<file path="src/rtl/reg_file_pkg.sv">
// Shared sizing and flag layout for the register file and its flag register.
package reg_file_pkg;

    localparam int unsigned DATA_W   = 8;
    localparam int unsigned NREGS    = 4;
    localparam int unsigned AW       = $clog2(NREGS);
    localparam int unsigned WCOUNT_W = 8;
    localparam int unsigned FLAGS_W  = 3;

    localparam int unsigned Z_BIT = 2;
    localparam int unsigned N_BIT = 1;
    localparam int unsigned C_BIT = 0;

    typedef logic [FLAGS_W-1:0]  flags_t;
    typedef logic [WCOUNT_W-1:0] wcount_t;

endpackage

</file>
<file path="src/rtl/reg_file_if.sv">
// Write/read/flag bundle between the datapath (master) and the register file (slave).
interface reg_file_if #(
    parameter int unsigned DATA_W = reg_file_pkg::DATA_W,
    parameter int unsigned AW     = reg_file_pkg::AW
);

    logic                            we;
    logic [AW-1:0]                   waddr;
    logic [DATA_W-1:0]               wdata;
    logic                            flag_we;
    logic                            cin;
    logic [AW-1:0]                   raddr_a;
    logic [AW-1:0]                   raddr_b;
    logic [DATA_W-1:0]               rdata_a;
    logic [DATA_W-1:0]               rdata_b;
    logic [reg_file_pkg::FLAGS_W-1:0]  flags;
    logic [reg_file_pkg::WCOUNT_W-1:0] wcount;

    modport master (
        output we, waddr, wdata, flag_we, cin, raddr_a, raddr_b,
        input  rdata_a, rdata_b, flags, wcount
    );

    modport slave (
        input  we, waddr, wdata, flag_we, cin, raddr_a, raddr_b,
        output rdata_a, rdata_b, flags, wcount
    );

endinterface

</file>
<file path="src/rtl/reg_file_flag_reg.sv">
// Z/N/C flag register, loaded from the ALU result independently of the register write.
module flag_reg #(
    parameter int unsigned DATA_W = reg_file_pkg::DATA_W
) (
    input  logic                             clk,
    input  logic                             rst,
    input  logic                             flag_we,
    input  logic [DATA_W-1:0]                wdata,
    input  logic                             cin,
    output logic [reg_file_pkg::FLAGS_W-1:0] flags
);
    import reg_file_pkg::*;

    flags_t flags_d, flags_q;

    always_comb begin
        flags_d = flags_q;
        if (flag_we) begin
            flags_d[Z_BIT] = (wdata == '0);
            flags_d[N_BIT] = wdata[DATA_W-1];
            flags_d[C_BIT] = cin;
        end
    end

    always_ff @(posedge clk) begin
        if (rst) begin
            flags_q <= '0;
        end else begin
            flags_q <= flags_d;
        end
    end

    assign flags = flags_q;

endmodule

</file>
<file path="src/rtl/reg_file.sv">
// Two-read/one-write register file with a write counter and Z/N/C flag register.
module reg_file #(
    parameter int unsigned DATA_W = reg_file_pkg::DATA_W,
    parameter int unsigned NREGS  = reg_file_pkg::NREGS
) (
    input  logic        clk,
    input  logic        rst,
    reg_file_if.slave   bus
);
    import reg_file_pkg::*;

    localparam int unsigned AddrW = $clog2(NREGS);

    logic [DATA_W-1:0] regs_q [NREGS];
    wcount_t           wcount_q;

    // Reset wins over a write on the same edge, so no partial update survives.
    always_ff @(posedge clk) begin
        if (rst) begin
            for (int i = 0; i < int'(NREGS); i++) begin
                regs_q[i] <= '0;
            end
        end else begin
            for (int i = 0; i < int'(NREGS); i++) begin
                if (bus.we && (bus.waddr == AddrW'(i))) begin
                    regs_q[i] <= bus.wdata;
                end
            end
        end
    end

    always_ff @(posedge clk) begin
        if (rst) begin
            wcount_q <= '0;
        end else if (bus.we) begin
            wcount_q <= wcount_q + 1'b1;
        end
    end

    // Reads come straight from storage; a same-edge write is not forwarded.
    assign bus.rdata_a = regs_q[bus.raddr_a];
    assign bus.rdata_b = regs_q[bus.raddr_b];
    assign bus.wcount  = wcount_q;

    flag_reg #(
        .DATA_W (DATA_W)
    ) u_flag_reg (
        .clk     (clk),
        .rst     (rst),
        .flag_we (bus.flag_we),
        .wdata   (bus.wdata),
        .cin     (bus.cin),
        .flags   (bus.flags)
    );

endmodule

</file>
<file path="src/flat_wrapper.sv">
// flat-port wrapper written by rule: the top's interface ports become plain ports
module reg_file_flat import reg_file_pkg::*;
#(
    parameter int unsigned DATA_W = reg_file_pkg::DATA_W,
    parameter int unsigned NREGS  = reg_file_pkg::NREGS
)
  (clk, rst, bus_we, bus_waddr, bus_wdata, bus_flag_we, bus_cin, bus_raddr_a, bus_raddr_b, bus_rdata_a, bus_rdata_b, bus_flags, bus_wcount);
  reg_file_if #(.DATA_W(DATA_W)) bus_i ();
  input  logic clk;
  input  logic rst;
  input wire logic [$bits(bus_i.we)-1:0] bus_we;
  input wire logic [$bits(bus_i.waddr)-1:0] bus_waddr;
  input wire logic [$bits(bus_i.wdata)-1:0] bus_wdata;
  input wire logic [$bits(bus_i.flag_we)-1:0] bus_flag_we;
  input wire logic [$bits(bus_i.cin)-1:0] bus_cin;
  input wire logic [$bits(bus_i.raddr_a)-1:0] bus_raddr_a;
  input wire logic [$bits(bus_i.raddr_b)-1:0] bus_raddr_b;
  output wire logic [$bits(bus_i.rdata_a)-1:0] bus_rdata_a;
  output wire logic [$bits(bus_i.rdata_b)-1:0] bus_rdata_b;
  output wire logic [$bits(bus_i.flags)-1:0] bus_flags;
  output wire logic [$bits(bus_i.wcount)-1:0] bus_wcount;
  assign bus_i.we = bus_we;
  assign bus_i.waddr = bus_waddr;
  assign bus_i.wdata = bus_wdata;
  assign bus_i.flag_we = bus_flag_we;
  assign bus_i.cin = bus_cin;
  assign bus_i.raddr_a = bus_raddr_a;
  assign bus_i.raddr_b = bus_raddr_b;
  assign bus_rdata_a = bus_i.rdata_a;
  assign bus_rdata_b = bus_i.rdata_b;
  assign bus_flags = bus_i.flags;
  assign bus_wcount = bus_i.wcount;
  reg_file #(.DATA_W(DATA_W), .NREGS(NREGS)) u_core (.clk(clk), .rst(rst), .bus(bus_i));
endmodule
</file>
<file path="config.mk">
export PLATFORM = sky130hd
export DESIGN_NAME = reg_file_flat
export DESIGN_NICKNAME = d
export VERILOG_FILES = /design/src/rtl/reg_file_pkg.sv /design/src/rtl/reg_file_if.sv /design/src/rtl/reg_file_flag_reg.sv /design/src/rtl/reg_file.sv /design/src/flat_wrapper.sv
export SDC_FILE = /design/constraint.sdc
export NUM_CORES = 1
export LEC_CHECK = 0
export CAP_MARGIN = 20
export CORE_MARGIN = 1
export CORE_UTILIZATION = 48
export CTS_CLUSTER_SIZE = 40
export DETAILED_ROUTE_END_ITERATION = 10
export GPL_TIMING_DRIVEN = 0
export PLACE_DENSITY = 0.77
export RECOVER_POWER = 25
export SLEW_MARGIN = 20
export SYNTH_ARGS = -nofsm -noshare
export SYNTH_HDL_FRONTEND = slang
export SYNTH_SLANG_ARGS = --single-unit
</file>
<file path="constraint.sdc">
create_clock -name clk -period 2.9 [get_ports clk]
set_clock_uncertainty 0.15 [all_clocks]
set_input_delay 0.58 -clock clk [delete_from_list [all_inputs] [get_ports clk]]
set_output_delay 0.58 -clock clk [all_outputs]
set_load 0.02 [all_outputs]
</file>
# Word level (Yosys, flattened, before mapping)
# Memory sizes are Yosys's and may differ from the RTL's.
# Cells that the tools add are included.
# totals
register_bits	11
ram_bits	32
in_bits	19
wordCells	35
n_memories	1
# classes
addsub	1
n_eq_ne	3
mux	18
bitwise_logic	4
n_reduce_logical	6
# mem_list
memory	depth	word_bits	rd	rd_ports_with_merged_regs	write_ports	line_no	source
u_core.regs_q	4	8	2	0	4	reg_file.sv:14	logic [DATA_W-1:0] regs_q [NREGS];
# op_table
operator	count
$mux W8	4
$mux W1	14
$add A8 B1 Y8 const B	1
$logic_not A8 Y1	1
$eq A2 B2 Y1 const B	2
$logic_and A1 B1 Y1	4
$or A1 B1 Y1	4
$eq A2 B1 Y1 const B	1
$logic_not A2 Y1	1

# Longest topological paths before layout
# Gate-level depths: netlist (run 1).
# depth
ltp_word	6
depth_mapped	4

# By module
# From an unflattened synthesis (run 1), not the netlist that was laid out.
# hier_totals
cells_unflattened	147
area_unflattened_um2	2085.8
# by_module_without_submodules
mod	n_inst	cells_each	area_each_um2
reg_file	1	133	1959.4
flag_reg	1	14	126.4

# Worst setup path before layout (run 1)
# No wires, ideal clock.
# synth_path
path_kind	input -> output
start	in bus_raddr_a[0]
end	out bus_rdata_a[0]
arrival_ns	1.408
required_ns	2.170
slack_ns	0.762
cell_stages	2
path_buffers	1
cell_sequence	buf_2 > mux4_2
# synth_via
elab_chain_len	1
# synth_rtl
item	line_no	source
start: declaration	flat_wrapper.sv:16	input wire logic [$bits(bus_i.raddr_a)-1:0] bus_raddr_a;
$mem_v2 Z4 W8	--	
end: declaration	flat_wrapper.sv:18	output wire logic [$bits(bus_i.rdata_a)-1:0] bus_rdata_a;
# Every way passes these cells.

# Worst setup path in the final report (run 1)
# layout_path
start	in bus_raddr_b[0]
end	out bus_rdata_b[7]
# layout_via
elab_chain_len	1
# layout_rtl
item	line_no	source
start: declaration	flat_wrapper.sv:17	input wire logic [$bits(bus_i.raddr_b)-1:0] bus_raddr_b;
$mem_v2 Z4 W8	--	
end: declaration	flat_wrapper.sv:19	output wire logic [$bits(bus_i.rdata_b)-1:0] bus_rdata_b;
# Every way passes these cells.

==> impl_results.rst, run 1 <==
.. list-table::
   :header-rows: 1

   * - Metric
     - Value
   * - Combined area of all synthesized cells
     - 2080 µm²
   * - Required time of the critical path
     - 2170 ps
   * - Tot GR Track Use
     - 20.5%
   * - Source-to-sink clock delay at the later pin of the worst-skew pair
     - 300 ps
   * - Peak supply drop
     - 0.309 mV
   * - Setup Slack @ Placement
     - 176 ps
   * - Total nets after synthesis
     - 166
   * - Slack of the critical path
     - 198 ps
   * - FF-to-FF setup slack
     - 1480 ps
   * - Antenna violations before repair
     - 0
   * - Lkg Pwr
     - 0.000891 µW
   * - Top-level port count
     - 46
   * - Die outline height
     - 67.8 µm
   * - Slew @ Worst Pin
     - 917 ps
   * - Register area
     - 1180 µm²
   * - Critical path class
     - primary input to primary output
   * - Flip-flop and latch count after synthesis
     - 43
   * - Routed wire length
     - 4220 µm
   * - WL per Instance
     - 17.4 µm
   * - Initial Utilization
     - 50.8%
   * - Leading area contributor after synthesis
     - sky130_fd_sc_hd__edfxtp_1
   * - Gp weighted congestion
     - 0.733
   * - Number of detailed-routing iterations run before antenna repair
     - 4
   * - Cts bufs inserted
     - 5
   * - Critical path capture point type
     - primary output
   * - Delay of the slowest critical-path stage
     - 570 ps
   * - Vias/cell
     - 5.45
   * - Power per standard cell area
     - 517 nW/µm²
   * - Outcome
     - finished, final reports clean
   * - Capturing point of the worst reg2reg path
     - u_core.bus.wcount[6]
   * - Synth unique cells
     - 25
   * - DRT antenna net count
     - 0
   * - Highest fanout seen on the critical path
     - 8
   * - Sinks on the clock net
     - 43
   * - Ys flop type
     - sky130_fd_sc_hd__edfxtp_1
   * - Sum of negative setup slack
     - 0 ps
   * - Biggest area contributors in the synthesized netlist
     - sky130_fd_sc_hd__edfxtp_1 (46%), sky130_fd_sc_hd__mux4_2 (17%), sky130_fd_sc_hd__dfxtp_1 (11%)
   * - Clk slew on worst S/H paths
     - 80 ps
   * - Post-synth ARST share
     - 0%
   * - Number of design rule violations left after detail routing
     - 0
   * - Final Hold Viols
     - 0
   * - Global-route wire length before repair
     - 6330 µm
   * - Total of cells resized after clock tree synthesis
     - 0
   * - Count of nets after finishing
     - 212
   * - Vias
     - 1325
   * - Pins Over Slew Limit
     - 0
   * - Unrepaired setup endpoints after global routing
     - false
   * - Final setup fails
     - 0
   * - Startpoint kind of the worst setup timing path
     - primary input
   * - Period Utilization, post-route
     - 93.2%
   * - Area overhead of the layout relative to synthesis
     - 25.4%
   * - Mean instance size in the synthesized netlist
     - 14.2 µm²
   * - Fillers
     - 317
   * - Sequential element share of the synthesized area
     - 56.9%
   * - Max Fclk
     - 0.370 GHz
   * - Proportion of netlist area held by the largest area contributor
     - 46.3%
   * - Multi-input gate area
     - 842 µm²
   * - Count of buffers inserted at the top-level ports
     - 39
   * - Full die area
     - 4590 µm²
   * - Hold buffers post-CTS
     - 0
   * - Synthesis Warnings
     - 0
   * - Beginning of the worst register-to-register path
     - u_core.bus.wcount[0]
   * - Worst setup path endpoint
     - bus_rdata_b[7]
   * - Reg2Reg Depth
     - 4
   * - Ratio of cells with drive above 1 in the final layout
     - 13.0%
   * - Cell with the largest stage delay on the worst path
     - sky130_fd_sc_hd__clkdlybuf4s50_1
   * - Standard-cell row count
     - 23
   * - Die width
     - 67.8 µm
   * - Launch point of the worst path
     - bus_raddr_b[0]
   * - Antenna diode instance count
     - 0
   * - Worst slew slack as a fraction of its limit
     - 38.4%
   * - CTS tree
     - yes
   * - EDFF count, synth
     - 32
   * - CP Cell Sequence
     - buf_2, mux4_2, clkdlybuf4s50_1
   * - Final min period
     - 2700 ps
   * - Root Buffer Master
     - sky130_fd_sc_hd__clkbuf_8
   * - Clock tree buffer depth
     - 2
   * - Total half-perimeter wirelength after legalization and detailed placement
     - 2960 µm
   * - Vias in the first global route
     - 1310
   * - Residual overflow from global routing
     - 0
   * - Post-CTS repair timing setup buffer count
     - 0
   * - H-Tree Level Count
     - 2
   * - CP Data Arrival Time
     - 1970 ps
   * - Cells after synthesis
     - 146
   * - Min-delay worst type
     - flip-flop to flip-flop
   * - Maximum number of pins on one net before global-route repair
     - 13
   * - Count of maximum capacitance violations
     - 0
   * - Std-Cell Core Area
     - 4090 µm²
   * - 1st-iter DRT viols
     - 74
   * - Cell types with the highest counts after synthesis
     - sky130_fd_sc_hd__and2_1 (32), sky130_fd_sc_hd__edfxtp_1 (32), sky130_fd_sc_hd__mux4_2 (16), sky130_fd_sc_hd__dfxtp_1 (11), sky130_fd_sc_hd__nor2_1 (9)
[layout make-up]
class                      count  share of cell area, %
clock inverter                 1                  0.144
buffer                         7                   1.25
multi-input combinational     95                   32.4
inverter                       1                  0.144
sequential                    43                   45.4
timing repair buffer          39                   15.0
tap                           50                   2.40
clock buffer                   7                   3.32
[report_power, final]
group	internal, µW	switching, µW	leakage, µW
Combinational	124	112	0.000441
Sequential	700	19.3	0.000404
Clock	191	200	0.0000459
Total	1010	330	0.000891
[worst max-delay path: cells and delay by family]
family	cells	cell delay, ps
multiplexers	1	540
buffers and inverters	2	840
[worst min path at each step]
stage | from | end | slack [ps] | cells past startpoint
final | u_core.bus.wcount[7] | u_core.bus.wcount[7] | 340 | 2
after global routing | u_core.bus.wcount[7] | u_core.bus.wcount[7] | 380 | 2
after CTS | u_core.u_flag_reg.flags[2] | u_core.u_flag_reg.flags[2] | 340 | 2
after detailed placement | u_core.u_flag_reg.flags[2] | u_core.u_flag_reg.flags[2] | 320 | 2
after global placement | u_core.u_flag_reg.flags[2] | u_core.u_flag_reg.flags[2] | 310 | 2
after floorplan | u_core.u_flag_reg.flags[2] | u_core.u_flag_reg.flags[2] | 390 | 2
[cell families after synthesis]
logic type      Yosys count  share of synthesized area [%]
simple gates             60                           17.1
fa+ha+maj                 1                          0.603
flops                    43                           56.9
mux                      19                           18.8
xor+xnor                  4                           1.69
buf+inv                   8                           1.75
compound gates           11                           3.13
[metrics by stage]
stage | instances | area [µm²] | util [%] | power, µW | hold slack [ps]
global placement | 235 | 2530 | 61.9 | 964 | 311
finish | 243 | 2600 | 63.7 | 1350 | 340
global route | 243 | 2600 | 63.7 | 1390 | 384
floorplan | 146 | 2080 | - | 862 | 393
detailed placement | 235 | 2530 | 61.9 | 973 | 322
CTS | 243 | 2620 | 64.1 | 1350 | 342
[metal layers]
metal | vias up | part of all wire (%) | global-route usage [%]
li1 | 637 | - | -
met1 | 640 | 40 | 22.8
met2 | 41 | 53 | 36.8
met3 | 7 | 4.8 | 5.57
met4 | 0 | 1.6 | 7.98
met5 | - | 0 | 0
[state kept, by name, indices dropped and copies added (netlist names)]
name                     flops
u_core.bus.wcount            8
u_core.regs_q               32
u_core.u_flag_reg.flags      3
[layout by cell type (no fill, tap or decap), drive strengths merged, types with 4 or more instances in the layout]
| cell | Yosys | routed |
|---|---|---|
| clkdlybuf4s50 | 0 | 37 |
| edfxtp | 32 | 32 |
| and2 | 32 | 32 |
| mux4 | 16 | 16 |
| dfxtp | 11 | 11 |
| nor2 | 9 | 9 |
| clkbuf | 2 | 9 |
| buf | 5 | 5 |
| o21bai | 4 | 4 |
| a21oi | 4 | 4 |
Note: power is estimated with default switching activity, not from simulation.
==> run 2, diff against run 1 <==
Settings changed: CTS_CLUSTER_SIZE 40 to not set.
==> results of run 2 <==
No change in the layout: final DEF, timing and power equal those of run 1.
==> patch, RTL diff (flow settings as in run 2) <==
The package constant `FLAGS_W` goes from 3 to 4.
--- a/src/rtl/reg_file_pkg.sv
+++ b/src/rtl/reg_file_pkg.sv
@@ -5,7 +5,7 @@
     localparam int unsigned NREGS    = 4;
     localparam int unsigned AW       = $clog2(NREGS);
     localparam int unsigned WCOUNT_W = 8;
-    localparam int unsigned FLAGS_W  = 3;
+    localparam int unsigned FLAGS_W  = 4;
 
     localparam int unsigned Z_BIT = 2;
     localparam int unsigned N_BIT = 1;
Interface: changed (resized bus_flags); port bits go from 46 to 47. No check against the original RTL was run, so the function may have changed too.
==> patch against run 2 <==
Register-to-register slack barely moved; routed wire length rose by 3.8%; sequential power barely moved; global-route usage rose by 1.0 points; cell count rose by 0.82%; synthesized area rose by 0.54%; power fell by 1.8%; sequential cell count did not move; design area rose by 0.19%; setup slack improved by 0.0052 ns; synthesized cell count rose by 1.4%; clock power fell by 7.4%; critical path type unchanged; largest cell class unchanged; largest power group unchanged.
==> patch: results (changes against run 2) <==
| Metric | Value |
|---|---|
| Final WL | `4380 um (+3.8%)` |
| GRT Overall Usage | `0.215 (+0.0101)` |
| Worst-path clk slew | `0.08 ns (about the same)` |
| Routability-driven placement congestion ratio | `0.736 (+0.37%)` |
| DRT Pass-1 Iters | `4 (unchanged)` |
| Fraction of layout cells with a size suffix above 1 | `0.144 (+0.0141)` |
| Clock power frac | `0.274 (-0.016)` |
| Top Layer Used | `met4` |
| Synth Net Count | `168 (+1.2%)` |
| EDFF count, synth | `32 (unchanged)` |
| Clock group | `361 uW (-7.4%)` |
| IO buf count | `39 (unchanged)` |
| Post-synth ARST share | `0 (unchanged)` |
| Met1 Usage GRT | `0.242 (+0.0142)` |
| Crit path DAT | `1.97 ns (about the same)` |
| Cell variety after synth | `26 (+4.0%)` |
| Switching pwr | `331 uW (+0.23%)` |
| M2 GR Usage | `0.398 (+0.0307)` |
| Vias in the first global route | `1448 (+11%)` |
| Dominant synthesized flop cell | `edfxtp_1` |
| Maximum vdd drop | `316 uV (+2.2%)` |
| Drt via density | `5.57 (+2.2%)` |
| Met3 usage | `0.0617 (+0.00592)` |
| Top cells by area, synth | `edfxtp_1 46%, mux4_2 17%, dfxtp_1 11%, and2_1 9.6%, nor2_1 1.6%` |
| Outcome | `finished, final reports clean` |
| Max reg flops | `32 (unchanged)` |
| Slew @ Worst Pin | `0.943 ns (+0.0261 ns)` |
| Pre-CTS setup slack | `0.179 ns (+0.00299 ns)` |
| Yosys Warn Count | `0 (unchanged)` |
| Max FO, Critical Path | `8 (unchanged)` |
| Initial DRC count | `112 (+51%)` |
| Met1 WL | `1680 um (-1.2%)` |
| Initial antenna violation count | `0 (unchanged)` |
| Nets | `214 (+0.94%)` |
| Leak | `0.901 nW (+1.1%)` |
| Post-synthesis sequential area ratio | `0.566 (-0.00307)` |
| Met2 wire length | `2470 um (+9.6%)` |
| Longest Clk Path Bufs | `2 (unchanged)` |
| Met3 WL | `216 um (+7.5%)` |
| First-pass GRT wire length | `6930 um (+9.5%)` |
| CTS tree | `yes` |
| Final Hold Fails | `0 (unchanged)` |
| Maximum number of pins on one net before global-route repair | `14 (+1)` |
| Dpl hpwl | `3170 um (+7.2%)` |
| Combinational share of power | `0.181 (+0.006)` |
-- patch: changes by cell type after synthesis, sizes merged --
cell / before / now
buf: 5 / 6
conb: 0 / 1
-- patch: worst max-delay path, stage by stage --
cell,delay [ns]
buf_2,0.27
mux4_2,0.55
clkdlybuf4s50_1,0.56
-- patch: area by class of cell --
type                    count  area (um^2)
fillers                   319         1480
flip-flops and latches     43         1180
multi-input cells          96          846
repair buffers             39          390
clock buffers               5         68.8
well taps                  50         62.6
plain buffers               8         40.0
clock inverters             3         15.0
inverters                   1         3.75
-- patch: through the flow --
stage | instances | area (um^2)
2_1_floorplan | 148 | 2090
6_report | 245 | 2610
4_1_cts | 245 | 2620
3_3_place_gp | 237 | 2540
5_1_grt | 245 | 2610
3_5_place_dp | 237 | 2540
-- patch: worst paths after layout --
path                                                              start                                       to  slack (ns)  cells past startpoint
worst max register to register        u_core.bus.wcount[2]$_SDFFE_PP0P_        u_core.bus.wcount[7]$_SDFFE_PP0P_        1.48                      3
worst min register to register  u_core.u_flag_reg.flags[2]$_SDFFE_PP0P_  u_core.u_flag_reg.flags[2]$_SDFFE_PP0P_        0.34                      2
worst max-delay path                                     bus_raddr_b[0]                           bus_rdata_b[7]        0.20                      3
worst min-delay path            u_core.u_flag_reg.flags[2]$_SDFFE_PP0P_  u_core.u_flag_reg.flags[2]$_SDFFE_PP0P_        0.34                      2
-- patch: cell families after synthesis --
group,count (synthesis),share of synthesized area
simple gates,60,0.170
flops,43,0.566
mux,19,0.187
compound gates,11,0.0312
buf+inv,9,0.0210
xor+xnor,4,0.0168
fa+ha+maj,1,0.00599
other cells,1,0.00180
